### config.mk
export PLATFORM = sky130hd
export DESIGN_NAME = piece_scheduler
export DESIGN_NICKNAME = d
export VERILOG_FILES = /design/src/rtl/piece_scheduler.sv
export SDC_FILE = /design/constraint.sdc
export NUM_CORES = 1
export LEC_CHECK = 0
export CAP_MARGIN = 20
export CORE_MARGIN = 4
export CORE_UTILIZATION = 45
export CTS_BUF_LIST = sky130_fd_sc_hd__clkbuf_4 sky130_fd_sc_hd__clkbuf_8
export DETAILED_ROUTE_END_ITERATION = 8
export HOLD_SLACK_MARGIN = 0.06
export PLACE_DENSITY = 0.76
export SKIP_LAST_GASP = 1
export SYNTH_ARGS = -nofsm -noshare
export SYNTH_HDL_FRONTEND = slang
export SYNTH_SLANG_ARGS = --single-unit
### constraint.sdc
create_clock -name clk -period 10.7 [get_ports clk]
set_clock_uncertainty 0.2 [all_clocks]
set_input_delay 2.14 -clock clk [delete_from_list [all_inputs] [get_ports clk]]
set_output_delay 2.14 -clock clk [all_outputs]
set_load 0.01 [all_outputs]
### src/rtl/piece_scheduler.sv
// rtl/piece_scheduler.sv - 7-bag tetromino scheduler with current/next bags, preview and bag fetch/validation.
// Optional PIECE_HOLD_EN adds a single-slot hold with one hold per dealt piece.
module piece_scheduler #(
  parameter int PREVIEW_N   = 3,
  parameter int BAG_TIMEOUT = 255
) (
  input  logic                   clk,
  input  logic                   reset,
  output logic                   bag_newbag,
  input  logic                   bag_ready,
  input  logic [20:0]            bag_pieces,
  input  logic                   pop,
  output logic                   piece_valid,
  output logic [2:0]             piece,
  output logic [3*PREVIEW_N-1:0] preview,
  output logic [PREVIEW_N-1:0]   preview_valid,
`ifdef PIECE_HOLD_EN
  input  logic                   hold_req,
  output logic [2:0]             hold_piece,
  output logic                   hold_valid,
`endif
  output logic                   timeout_err
);

  typedef enum logic [1:0] {REQ_CUR, REQ_NXT, RUN, REFILL} state_t;
  typedef enum logic [1:0] {F_ISSUE, F_LOW, F_HIGH} fetch_t;

  localparam logic [7:0] TMO_LAST = 8'(BAG_TIMEOUT - 1);

  state_t      state_q, state_d;
  fetch_t      fph_q, fph_d;
  logic [7:0]  cnt_q, cnt_d;
  logic        newbag_q, newbag_d;
  logic        terr_q, terr_d;
  logic [20:0] cur_bag_q, cur_bag_d, nxt_bag_q, nxt_bag_d;
  logic [2:0]  idx_q, idx_d;
  logic        cur_v_q, cur_v_d, nxt_v_q, nxt_v_d;
  logic        got, good, take, adv, hold_adv, hold_swap;
`ifdef PIECE_HOLD_EN
  logic [2:0]  hold_piece_q, hold_piece_d;
  logic        hold_valid_q, hold_valid_d, hold_lock_q, hold_lock_d;
`endif

  function automatic logic [2:0] code_at(input logic [20:0] bag, input logic [3:0] k);
    logic [20:0] sh;
    sh = bag >> ({2'b00, k} * 6'd3);
    return sh[2:0];
  endfunction

  function automatic logic has_seven(input logic [20:0] bag);
    logic bad;
    bad = 1'b0;
    for (int k = 0; k < 7; k++)
      if (code_at(bag, 4'(k)) == 3'd7) bad = 1'b1;
    return bad;
  endfunction

  always_ff @(posedge clk or posedge reset) begin
    if (reset) begin
      state_q   <= REQ_CUR;
      fph_q     <= F_ISSUE;
      cnt_q     <= '0;
      newbag_q  <= 1'b0;
      terr_q    <= 1'b0;
      cur_bag_q <= '0;
      nxt_bag_q <= '0;
      idx_q     <= '0;
      cur_v_q   <= 1'b0;
      nxt_v_q   <= 1'b0;
`ifdef PIECE_HOLD_EN
      hold_piece_q <= '0;
      hold_valid_q <= 1'b0;
      hold_lock_q  <= 1'b0;
`endif
    end else begin
      state_q   <= state_d;
      fph_q     <= fph_d;
      cnt_q     <= cnt_d;
      newbag_q  <= newbag_d;
      terr_q    <= terr_d;
      cur_bag_q <= cur_bag_d;
      nxt_bag_q <= nxt_bag_d;
      idx_q     <= idx_d;
      cur_v_q   <= cur_v_d;
      nxt_v_q   <= nxt_v_d;
`ifdef PIECE_HOLD_EN
      hold_piece_q <= hold_piece_d;
      hold_valid_q <= hold_valid_d;
      hold_lock_q  <= hold_lock_d;
`endif
    end
  end

  // A hold on an empty slot consumes the piece exactly like pop; a hold on a full slot swaps in place.
`ifdef PIECE_HOLD_EN
  assign hold_adv  = hold_req && cur_v_q && !hold_lock_q && !pop && !hold_valid_q;
  assign hold_swap = hold_req && cur_v_q && !hold_lock_q && !pop && hold_valid_q;
`else
  assign hold_adv  = 1'b0;
  assign hold_swap = 1'b0;
`endif
  assign take = pop && cur_v_q;
  assign adv  = take || hold_adv;

  always_comb begin
    state_d   = state_q;
    fph_d     = fph_q;
    cnt_d     = cnt_q;
    newbag_d  = 1'b0;
    terr_d    = terr_q;
    cur_bag_d = cur_bag_q;
    nxt_bag_d = nxt_bag_q;
    idx_d     = idx_q;
    cur_v_d   = cur_v_q;
    nxt_v_d   = nxt_v_q;
    got       = 1'b0;
`ifdef PIECE_HOLD_EN
    hold_piece_d = hold_piece_q;
    hold_valid_d = hold_valid_q;
    hold_lock_d  = hold_lock_q;
`endif
    if (state_q != RUN) begin
      case (fph_q)
        F_ISSUE: begin
          newbag_d = 1'b1;
          fph_d    = F_LOW;
          cnt_d    = '0;
        end
        F_LOW, F_HIGH: begin
          if (fph_q == F_HIGH && bag_ready) begin
            got   = 1'b1;
            fph_d = F_ISSUE;
            cnt_d = '0;
          end else if (cnt_q == TMO_LAST) begin
            terr_d = 1'b1;
            fph_d  = F_ISSUE;
            cnt_d  = '0;
          end else begin
            cnt_d = cnt_q + 8'd1;
            if (fph_q == F_LOW && !bag_ready) fph_d = F_HIGH;
          end
        end
        default: fph_d = F_ISSUE;
      endcase
    end
    good = got && !has_seven(bag_pieces);

    case (state_q)
      REQ_CUR: begin
        if (good) begin
          cur_bag_d = bag_pieces;
          cur_v_d   = 1'b1;
          idx_d     = '0;
          state_d   = REQ_NXT;
        end
      end
      REQ_NXT, REFILL: begin
        // A starved deal (or last piece taken this very cycle) promotes the arriving bag straight to current.
        if (good && (!cur_v_q || (adv && idx_q == 3'd6))) begin
          cur_bag_d = bag_pieces;
          cur_v_d   = 1'b1;
          idx_d     = '0;
          nxt_v_d   = 1'b0;
          state_d   = REQ_NXT;
        end else begin
          if (good) begin
            nxt_bag_d = bag_pieces;
            nxt_v_d   = 1'b1;
            state_d   = RUN;
          end
          if (adv) begin
            if (idx_q != 3'd6) idx_d = idx_q + 3'd1;
            else               cur_v_d = 1'b0;
          end
        end
      end
      default: begin
        if (adv) begin
          if (idx_q != 3'd6) begin
            idx_d = idx_q + 3'd1;
          end else begin
            cur_bag_d = nxt_bag_q;
            idx_d     = '0;
            nxt_v_d   = 1'b0;
            state_d   = REFILL;
            fph_d     = F_ISSUE;
            cnt_d     = '0;
          end
        end
      end
    endcase

`ifdef PIECE_HOLD_EN
    for (int k = 0; k < 7; k++)
      if (hold_swap && idx_q == 3'(k)) cur_bag_d[3*k +: 3] = hold_piece_q;
    if (hold_adv || hold_swap) begin
      hold_piece_d = piece;
      hold_valid_d = 1'b1;
      hold_lock_d  = 1'b1;
    end
    if (take) hold_lock_d = 1'b0;
`endif
  end

  always_comb begin
    bag_newbag    = newbag_q;
    timeout_err   = terr_q;
    piece_valid   = cur_v_q;
    piece         = code_at(cur_bag_q, {1'b0, idx_q});
    preview       = '0;
    preview_valid = '0;
    for (int j = 0; j < PREVIEW_N; j++) begin
      if ({1'b0, idx_q} + 4'(j + 1) < 4'd7) begin
        preview_valid[j] = cur_v_q;
        if (cur_v_q) preview[3*j +: 3] = code_at(cur_bag_q, {1'b0, idx_q} + 4'(j + 1));
      end else begin
        preview_valid[j] = nxt_v_q;
        if (nxt_v_q) preview[3*j +: 3] = code_at(nxt_bag_q, {1'b0, idx_q} + 4'(j + 1) - 4'd7);
      end
    end
  end

`ifdef PIECE_HOLD_EN
  assign hold_piece = hold_piece_q;
  assign hold_valid = hold_valid_q;
`endif

endmodule

==> out/metrics.csv <==
metric;value;unit
largest net degree at the start of global routing;62;
crit-path cells;inv_1 > ha_1 > nor2_1 > nand3_1 > a21oi_1 > o21ai_0 > o32ai_1 > clkdlybuf4s50_1;
top_reg_cell synth;dfrtp_1;
crit path DAT;4.08;ns
Max VDD drop;0.0899;mV
final hold viol count;0;
vias in the first global route;3456;
ys async rst share;100;%
Port Buffers;42;
initial core utilization;46.2;%
CP Class;reg2out;
non-filler cells, final;637;
most common cell after layout, fill and taps aside;nand2_1;
Post-Syn Area;4270;µm²
H-tree depth;3;
final weighted congestion in routability-driven placement;0.884;
post-route antenna net violation count;0;
Die W;105;µm
placed cell area;4750;µm²
drt wl/cell;17.8;µm
Crit Path Max Fanout;23;
routed vias/inst;5.72;
hold crit path type;reg2reg;
Cell Pwr Density;222;nW/µm²
CP top delay family;flip-flops;
CTS tree;yes;
final wirelength;11300;µm
Post-synth EDFFs;0;
fin crit period;6.42;ns
synthesized net count;511;
synthesized netlist cell count;471;
first-pass GRT wire length;18300;µm
status;finished, final reports clean;
residual DRC count;0;
synth unique cells;49;
I/O pins;43;
initial antenna violation count;0;
P&R area growth vs syn;16.3;%
GR Overflow Total;0;
most frequent cells in the layout;nand2_1 (113), dfrtp_1 (61), clkdlybuf4s50_1 (42), nor2_1 (35), mux2i_1 (28);
Final nets;543;
Avg Synthesized Cell Area;9.06;µm²
post-synthesis sequential area ratio;35.8;%
Hold Buf Count CTS;0;
Leak;0.00235;µW
CP max-delay cell;dfrtp_1;
PostCTS Resize Cnt;0;
Layout Utilization;53.7;%
initial DRC count;242;
Max Slew Vio Count;0;
Worst-path clk slew;0.08;ns
Rows;35;
drt first pass iters;5;
Setup Viol. Count Final;0;
clock insertion delay at the later pin of the skew report;0.35;ns
dpl cells;620;
worst relative slew slack;31.6;%
Yosys warning total;0;
Longest Clk Path Bufs;2;
RSZ-0062 raised after global routing;no;
WHS;0.284;ns
Worst EP required;8.36;ns
CP startpoint kind;flip-flop;
clk sinks;61;
number of CTS-inserted buffers;9;
Fmax;156;MHz
Total Die Area;11100;µm²
Synth Register Bits;61;
core area;9240;µm²
Die Ht;105;µm
setup TNS;0;ns
Worst-Margin Slew;1.03;ns
Root Buffer;clkbuf_8;
fin area;4960;µm²
Worst setup EP type;primary output;
vias after detailed routing;3644;
max_cap viols;0;
antenna cells;0;
Post-CTS Setup Bufs;0;
Tcrit/Tclk final;60.0;%
dpl hpwl;8470;µm
CP bufs+invs;2;
slowest stage delay, CP;1.02;ns
total track usage;20.9;%
share of cells above drive strength 1;12.8;%
## synth_stat cells, drive strengths merged (2+ instances only)
cell type / number / share of area (%)
nand2: 113 / 9.9
dfrtp: 61 / 36
mux2: 52 / 15
nor2: 35 / 3.1
mux2i: 28 / 6.6
a21oi: 22 / 2.6
nand3: 20 / 2.3
clkbuf: 16 / 1.4
ha: 14 / 4.1
o21ai: 14 / 1.6
buf: 10 / 1.6
inv: 10 / 0.88
a31oi: 8 / 1.2
o22ai: 8 / 1.3
nor3: 5 / 0.59
a211oi: 4 / 0.70
and4: 4 / 0.82
nor2b: 4 / 0.59
or2: 4 / 0.59
a221oi: 3 / 0.62
a22oi: 3 / 0.53
a31o: 3 / 0.62
a41oi: 3 / 0.62
mux4: 3 / 1.6
o22a: 3 / 0.62
o32ai: 3 / 0.62
nand2b: 2 / 0.29
or3: 2 / 0.29
## cell families (layout without fill, tap and decap cells)
group	after synthesis	after routing	share of synthesized area [%]
and+or+nand+nor	194	194	19.7
muxes	83	83	23.5
AOI/OAI and AO/OA	80	80	12.2
DFF	61	61	35.8
buffers and inverters	36	73	3.93
adders and majority gates	15	15	4.57
xor gates and xnor gates	2	2	0.411
## metal layers
layer | part of all wire [%] | vias to the layer above | track usage [%]
met3 | 5.0 | 20 | 3.25
met2 | 49 | 121 | 35.2
met5 | 0 | - | 0
met1 | 44 | 1769 | 27.3
met4 | 2.0 | 0 | 7.03
li1 | - | 1734 | -
## where the power goes
group          internal [µW]  switching (µW)  leakage, µW
registers                277            80.0     0.000822
clock network            108             103    0.0000996
logic                    230             302      0.00143
total                    615             485      0.00235
## metrics by stage
step	total power, µW	worst slack, ns
detailed placement	886	4.76
global route	1180	4.05
global placement	872	4.88
finish	1100	4.28
CTS	1100	4.35
floorplan	731	5.62
## final timing paths
check                       startpoint       endpoint  slack, ns  cells past startpoint
hold reg to reg            timeout_err    timeout_err       0.28                      1
setup / recovery              idx_q[1]     preview[7]       4.28                      8
setup reg to reg              idx_q[0]  nxt_bag_q[14]       7.66                      8
max in group asynchronous        reset  cur_bag_q[17]       7.67                      3
hold / removal             timeout_err    timeout_err       0.28                      1
min in group asynchronous        reset    timeout_err       2.13                      3
## layout make-up
class | instances | area, µm²
inverters | 10 | 37.5
well taps | 129 | 161
clock inverters | 7 | 73.8
repair buffers | 47 | 465
multi-input cells | 374 | 2580
flip-flops and latches | 61 | 1530
fillers | 829 | 4280
clock buffers | 9 | 124
## sequential cells by signal, summed over array words and instances (netlist names)
| signal | flops |
|---|---|
| cur_bag_q | 21 |
| nxt_bag_q | 21 |
| cnt_q | 8 |
| idx_q | 3 |
| fph_q | 2 |
| state_q | 2 |
| bag_newbag | 1 |
| nxt_v_q | 1 |
| piece_valid | 1 |
| timeout_err | 1 |
Note: power is estimated with default switching activity, not from simulation.
